$ cat config.mk
export PLATFORM = sky130hd
export DESIGN_NAME = peak_window_meter
export DESIGN_NICKNAME = d
export VERILOG_FILES = /design/src/rtl/peak_window_meter.sv
export SDC_FILE = /design/constraint.sdc
export NUM_CORES = 1
export LEC_CHECK = 0
export BUFFER_PORTS_ARGS = -buffer_cell sky130_fd_sc_hd__buf_2
export CAP_MARGIN = 5
export CORE_MARGIN = 2
export CORE_UTILIZATION = 30
export CTS_CLUSTER_SIZE = 14
export DETAILED_ROUTE_END_ITERATION = 12
export HOLD_SLACK_MARGIN = 0.06
export PLACE_DENSITY = 0.54
export SLEW_MARGIN = 10
export SYNTH_ARGS = -nofsm -noshare
export SYNTH_HDL_FRONTEND = slang
export SYNTH_SLANG_ARGS = --single-unit
$ cat constraint.sdc
create_clock -name clk -period 5.07 [get_ports clk]
set_input_delay 0.2535 -clock clk [delete_from_list [all_inputs] [get_ports clk]]
set_output_delay 0.2535 -clock clk [all_outputs]
set_load 0.02 [all_outputs]
$ cat src/rtl/peak_window_meter.sv
// Frame-based envelope statistics: peak, trough, peak-to-peak and mean over
// 2^FRAME_LOG2 qualified samples, with one-shot or continuous re-arming.
module peak_window_meter #(
   parameter int unsigned FRAME_LOG2 = 10,
   parameter bit          CONTINUOUS = 1'b0
) (
   input  logic               clk,
   input  logic               rst,
   input  logic               in_valid,
   input  logic signed [11:0] in,
   input  logic               start,
   output logic               busy,
   output logic               done,
   output logic signed [11:0] peak,
   output logic signed [11:0] trough,
   output logic        [12:0] pk2pk,
   output logic signed [11:0] avg
);

   localparam int unsigned DW = 12;
   localparam int unsigned CW = FRAME_LOG2 + 1;
   localparam int unsigned AW = DW + FRAME_LOG2;
   localparam logic [CW-1:0] LAST = {1'b1, {FRAME_LOG2{1'b0}}};

   typedef enum logic [1:0] {
      IDLE = 2'd0,
      RUN  = 2'd1,
      DONE = 2'd2
   } state_t;

   state_t               state;
   logic [CW-1:0]        cnt_q;
   logic signed [AW-1:0] acc_q;
   logic                 have_q;
   logic signed [DW-1:0] max_q;
   logic signed [DW-1:0] min_q;

   logic [CW-1:0]        cnt_n;
   logic signed [AW-1:0] acc_n;
   logic signed [DW-1:0] max_n;
   logic signed [DW-1:0] min_n;
   logic        [DW:0]   span_n;
   logic signed [DW-1:0] avg_n;
   logic                 arm;

   // Running statistics as they would stand after accepting the current sample.
   always_comb begin
      max_n = max_q;
      min_n = min_q;
      if (!have_q || (in > max_q)) max_n = in;
      if (!have_q || (in < min_q)) min_n = in;
      acc_n  = acc_q + {{FRAME_LOG2{in[DW-1]}}, in};
      cnt_n  = cnt_q + CW'(1);
      span_n = {max_n[DW-1], max_n} - {min_n[DW-1], min_n};
      avg_n  = DW'(acc_n >>> FRAME_LOG2);
      arm    = start || CONTINUOUS;
   end

   always_ff @(posedge clk or posedge rst) begin
      if (rst) begin
         state  <= IDLE;
         busy   <= 1'b0;
         done   <= 1'b0;
         peak   <= '0;
         trough <= '0;
         pk2pk  <= '0;
         avg    <= '0;
         cnt_q  <= '0;
         acc_q  <= '0;
         have_q <= 1'b0;
         max_q  <= '0;
         min_q  <= '0;
      end else begin
         done <= 1'b0;
         case (state)
            IDLE: begin
               if (arm) begin
                  state  <= RUN;
                  busy   <= 1'b1;
                  cnt_q  <= '0;
                  acc_q  <= '0;
                  have_q <= 1'b0;
               end
            end
            RUN: begin
               if (in_valid) begin
                  max_q  <= max_n;
                  min_q  <= min_n;
                  acc_q  <= acc_n;
                  cnt_q  <= cnt_n;
                  have_q <= 1'b1;
                  // Last sample of the frame: publish results on this edge.
                  if (cnt_n == LAST) begin
                     state  <= DONE;
                     busy   <= 1'b0;
                     done   <= 1'b1;
                     peak   <= max_n;
                     trough <= min_n;
                     pk2pk  <= span_n;
                     avg    <= avg_n;
                  end
               end
            end
            DONE: begin
               if (arm) begin
                  state  <= RUN;
                  busy   <= 1'b1;
                  cnt_q  <= '0;
                  acc_q  <= '0;
                  have_q <= 1'b0;
               end else begin
                  state <= IDLE;
               end
            end
            default: begin
               state <= IDLE;
               busy  <= 1'b0;
            end
         endcase
      end
   end

endmodule
**Word-level counts from Yosys, hierarchy flattened**

Index checks and enable logic that the tools add are counted.

- Magnitude comparators: 2
- Reduce and logical (&&, ||, !) cells: 11
- Bitwise operators: 0
- Eq/ne operators: 7
- Shift-type cells: 0
- Multiplexer cells: 23
- $add $sub $neg: 3
- Div/mod/pow operators: 0
- $mul: 0

Operator list:

| operator | number |
|---|---|
| $mux W22 | 2 |
| $pmux W22 S2 | 1 |
| $mux W12 | 2 |
| $add A22 B22 Y22 | 1 |
| $mux W11 | 2 |
| $pmux W11 S2 | 1 |
| $sub A12 B12 Y13 | 1 |
| $gt A12 B12 Y1 | 1 |
| $lt A12 B12 Y1 | 1 |
| $reduce_and A3 Y1 | 4 |
| $add A11 B1 Y11 const B | 1 |
| $eq A11 B11 Y1 const B | 1 |
| $mux W1 | 9 |
| $mux W2 | 3 |
| $ne A2 B2 Y1 const B | 3 |
| $pmux W2 S3 | 1 |
| $pmux W1 S2 | 2 |
| $eq A2 B1 Y1 const B | 1 |
| $eq A2 B2 Y1 const B | 1 |
| $logic_not A2 Y1 | 1 |
| $logic_or A1 B1 Y1 | 2 |
| $ne A2 B1 Y1 const B | 1 |
| $reduce_and A2 Y1 | 1 |
| $reduce_bool A2 Y1 | 1 |
| other kinds (2) | 2 |

- Logic and storage cells: 58
- Latch bits: 0
- Output and inout port bits: 51
- Flip-flop bits (word level): 111
- Bits in writable memories: 0
- Bits in read-only memories: 0
- Memories kept: 0

**Logic depth before layout (Yosys ltp)**

- Depth in word-level cells: 5
- Mapped depth: 19
- Depth with buffers taken out: 18

**Least setup slack after synthesis**

OpenSTA, ideal clock, no wires.

- Path kind: reg-to-reg
- Start point: register max_q[11]
- End point: register pk2pk[10]
- Stages on the path, launching flop included: 19
- Setup time: 128 ps
- Buffers on the path: 1
- Arrival: 3821 ps
- Data required time: 4942 ps
- Period minus slack after synthesis: 3949 ps
- Path slack: 1121 ps
- Path through: dfrtp_1 inv_1 ha_1 nand4_1 or2_1 o21a_1 a21oi_1 buf_2 mux2i_1 ha_1 inv_1 fa_1 a21o_1 a21o_1 a211oi_1 o21ai_0 a21oi_1 mux2i_1 a31oi_1

- Longest elaborated chain between the ends: 4

RTL lines:

| item | RTL line | RTL |
|---|---|---|
| start: declaration | 35 | `logic signed [DW-1:0] max_q;` |
| start signal: assignment | 87 | `max_q <= max_n;` |
| $gt A12 B12 Y1 | 50 | `if (!have_q \|\| (in > max_q)) max_n = in;` |
| $logic_or A1 B1 Y1 | 50 |  |
| $mux W12 | 50 |  |
| $sub A12 B12 Y13 | 54 | `span_n = {max_n[DW-1], max_n} - {min_n[DW-1], min_n};` |
| end signal: assignment | 99 | `pk2pk <= span_n;` |
| end: declaration | 16 | `output logic [12:0] pk2pk,` |

Every way passes these cells.
A chain may end at the register's enable or synchronous reset.

**Worst setup path after layout**

- Start point: register min_q[9]
- End point: register pk2pk[11]

- Longest elaborated chain between the ends: 4

RTL lines:

| item | RTL line | RTL |
|---|---|---|
| start: declaration | 36 | `logic signed [DW-1:0] min_q;` |
| start signal: assignment | 88 | `min_q <= min_n;` |
| $lt A12 B12 Y1 | 51 | `if (!have_q \|\| (in < min_q)) min_n = in;` |
| $logic_or A1 B1 Y1 | 51 |  |
| $mux W12 (*) | 51 |  |
| $sub A12 B12 Y13 (*) | 54 |  |

Every way passes the cells marked *; elsewhere a longest branch is shown, timed or not.

==> results.sh <==
export IMPL_status="finished, final reports clean"
export IMPL_hold_slack_ns=0.188
export IMPL_clock_path_buffers=2
export IMPL_cp_start_kind="register"
export IMPL_fin_nets=827
export IMPL_setup_tns_ns=0
export IMPL_drt_wl_total_um=16300
export IMPL_synthMuxAreaShare=0.112
export IMPL_num_vias=5170
export IMPL_routabilityCongestion=0.808
export IMPL_power_share_clock=0.161
export IMPL_hold_path_class="input pin to register"
export IMPL_worst_slew_pin_slew_ns=1.07
export IMPL_dr_pass1_iters=4
export IMPL_combPwrFrac=0.570
export IMPL_vias_per_cell=4.96
export IMPL_synthToLayoutAreaGrowth_pct=13.4
export IMPL_setup_viol=0
export IMPL_grt_max_degree=58
export IMPL_ant_nets=0
export IMPL_wl_per_cell_um=15.6
export IMPL_io_pins=67
export IMPL_nFillCells=2292
export IMPL_maxSlewViolCount=0
export IMPL_final_hold_viol_count=0
export IMPL_clkLatencyLatePin_ns=0.36
export IMPL_rsz0062_at_grt="no"
export IMPL_cts_sinks=111
export IMPL_dieWidth_um=155
export IMPL_cts_root_buf="clkbuf_16"
export IMPL_drc=0
export IMPL_finalCriticalPeriod_ns=4.46
export IMPL_dieArea_mm2=0.0240
export IMPL_fmax_mhz=224
export IMPL_first_global_vias=5095
export IMPL_cp_arrival_ns=4.74
export IMPL_synth_edff_count=0
export IMPL_cp_end_kind="register"
export IMPL_required_ns=5.35
export IMPL_syn_nets=767
export IMPL_initial_core_util=0.303
export IMPL_synth_compound_area_share=0.167
export IMPL_intPower_mw=2.64
export IMPL_synth_top_family_by_area="compound AO/OA/AOI/OAI gates"
export IMPL_vdd_ir_drop_max_mv=0.255
export IMPL_track_usage=0.144
export IMPL_synth_seq_area_share=0.407
export IMPL_period_share=0.879
export IMPL_grt_overflow_total=0
export IMPL_crit_type="register to register"
export IMPL_tritoncts="done"
export IMPL_crit_fanout=7
export IMPL_worstReg2RegEnd="pk2pk[11]"
export IMPL_p_leak_nw=3.76
export IMPL_syn_area_mm2=0.00682
export IMPL_htreeDepth=3
export IMPL_async_reset_ff_frac=1.00
export IMPL_synthCells=692
export IMPL_drtIter0Drc=198
export IMPL_n_antenna_cell=0
export IMPL_r2r_cells=16
export IMPL_drv_cap=0
export IMPL_synth_simple_gate_area_frac=0.124
export IMPL_r2r_setup_slack_ns=0.61
export IMPL_hold_depth=3
export IMPL_cts_clk_slew_worst_paths_ns=0.08
export IMPL_core_mm2=0.0225
export IMPL_p_switching_mw=1.94
export IMPL_hold_end="busy"
export IMPL_dpl_cell_count=1025
export IMPL_grt_pass1_wl_um=27300
export IMPL_cellPowerDensity_mw_per_mm2=592
export IMPL_seq_power_share=0.268
export IMPL_avgSynthCellArea_um2=9.86
export IMPL_finClkSkew_ns=0.00962
export IMPL_die_height_um=155
export IMPL_relSlewSlack=0.281
export IMPL_antenna_found_initial=2
export IMPL_numCtsBuffers=9
export IMPL_instances_no_fill=1042
export IMPL_synth_fa_ha_area_frac=0.110
export IMPL_rows=55
export IMPL_synthDistinctLibCells=63
export IMPL_dp_final_hpwl_um=12100
export IMPL_ys_flop_type="dfrtp_1"
export IMPL_p_sw_frac=0.424
export IMPL_final_layout_size_suffix_gt1_frac=0.199
export IMPL_synth_xor_area_frac=0.0367
export IMPL_cts_resized=0
export IMPL_reg2reg_from="min_q[9]"
export IMPL_ys_ff_latch=111
export IMPL_hold_start="start"
export IMPL_final_util=0.344
export IMPL_port_buffers=66
export IMPL_yosys_warnings=0
worst max path at each step:
| stage | end | depth (start not counted) | slack, ns | startpoint |
|---|---|---|---|---|
| global route | pk2pk[11] | 15 | 0.24 | min_q[7] |
| CTS | pk2pk[11] | 16 | 0.60 | min_q[9] |
| global placement | pk2pk[10] | 16 | 0.82 | in[9] |
| finish | pk2pk[11] | 16 | 0.61 | min_q[9] |
| detailed placement | pk2pk[11] | 16 | 0.67 | in[9] |
| floorplan | pk2pk[10] | 18 | 1.12 | max_q[11] |
synth_stat cells (13+ instances only):
library cell	number	area share
xnor2_1	15	0.019
mux2_4	13	0.029
clkbuf_1	15	0.0083
nand2_1	71	0.039
a21oi_1	34	0.025
inv_1	39	0.021
mux2_2	37	0.061
nand3_1	29	0.021
dfrtp_1	111	0.41
mux2i_1	15	0.022
ha_1	57	0.10
o21ai_0	86	0.063
nor2_1	26	0.014
a21o_1	19	0.021
final cells by class:
cell class / instances / area, µm² / area share
inverters: 40 / 158 / 0.0204
clock buffers: 11 / 233 / 0.0301
well taps: 285 / 357 / 0.0461
flip-flops and latches: 111 / 2780 / 0.359
clock inverters: 5 / 65.1 / 0.00841
repair buffers: 75 / 400 / 0.0518
multi-input cells: 515 / 3740 / 0.484
critical path, stage by stage, from the launching register on:
cell and delay (ns):
dfrtp_1 0.37, inv_1 0.05, ha_1 0.28, a21o_1 0.11, a2111oi_1 0.08, a221o_1 0.30, a21oi_1 0.63, buf_4 0.31
mux2i_1 0.37, ha_1 0.19, nor2b_1 0.13, o21a_1 0.13, o21ai_0 0.17, a221oi_1 0.73, a31oi_1 0.20, xor2_1 0.17
o21ai_0 0.14
metrics by stage:
| step | area (µm²) | setup slack, ns | power, mW |
|---|---|---|---|
| after floorplan | 6820 | 1.12 | 3.25 |
| after global placement | 7430 | 0.824 | 3.84 |
| after detailed placement | 7430 | 0.666 | 3.84 |
| after CTS | 7730 | 0.599 | 4.62 |
| after global routing | 7730 | 0.243 | 5.00 |
| final | 7730 | 0.614 | 4.58 |
cells in the final DEF, fill, tap and decap left out, types with 4 or more instances in the layout:
master	count
a211oi_1	5
a21o_1	19
a21oi_1	34
a31oi_1	5
and2_1	4
buf_2	66
buf_4	8
clkbuf_16	9
dfrtp_1	111
ha_1	57
inv_1	38
mux2_2	37
mux2_4	13
mux2i_1	15
nand2_1	71
nand2b_1	8
nand3_1	29
nand4_1	9
nor2_1	26
nor3_1	7
o211ai_1	6
o21a_1	5
o21ai_0	86
o21bai_1	4
o31ai_1	5
xnor2_1	15
xor2_1	11
sequential cells by signal, indices dropped and copies added, names as in the netlist:
| name | flops |
|---|---|
| avg | 12 |
| cnt_q | 11 |
| state | 2 |
| have_q | 1 |
| busy | 1 |
| pk2pk | 13 |
| trough | 12 |
| acc_q | 22 |
| max_q | 12 |
| min_q | 12 |
| done | 1 |
| peak | 12 |
power groups by stage:
stage	clock network (mW)	registers, mW	logic (mW)
2_1_floorplan	0	1.20	2.05
3_3_place_gp	0	1.24	2.59
3_5_place_dp	0	1.25	2.60
4_1_cts	0.765	1.23	2.62
5_1_grt	0.795	1.26	2.95
6_report	0.739	1.23	2.61
logic make-up after synthesis:
logic type / Yosys count
simple gates: 176
compound gates: 188
flops: 111
fa+ha+maj: 59
buf+inv: 66
xor+xnor: 27
mux: 65
routing by layer:
layer / share of wire / track usage / routed length [µm]
met1: 0.50 / 0.199 / 8080
met2: 0.45 / 0.227 / 7380
met3: 0.035 / 0.0297 / 570
met4: 0.013 / 0.0419 / 218
met5: 0.0017 / 0 / 27
repair_timing:
| action | in CTS | in global routing |
|---|---|---|
| setup buffers | 0 | 0 |
| hold endpoints to repair | 53 | 0 |
| hold buffers | 1 | 0 |
Note: power is estimated with default switching activity, not from simulation.
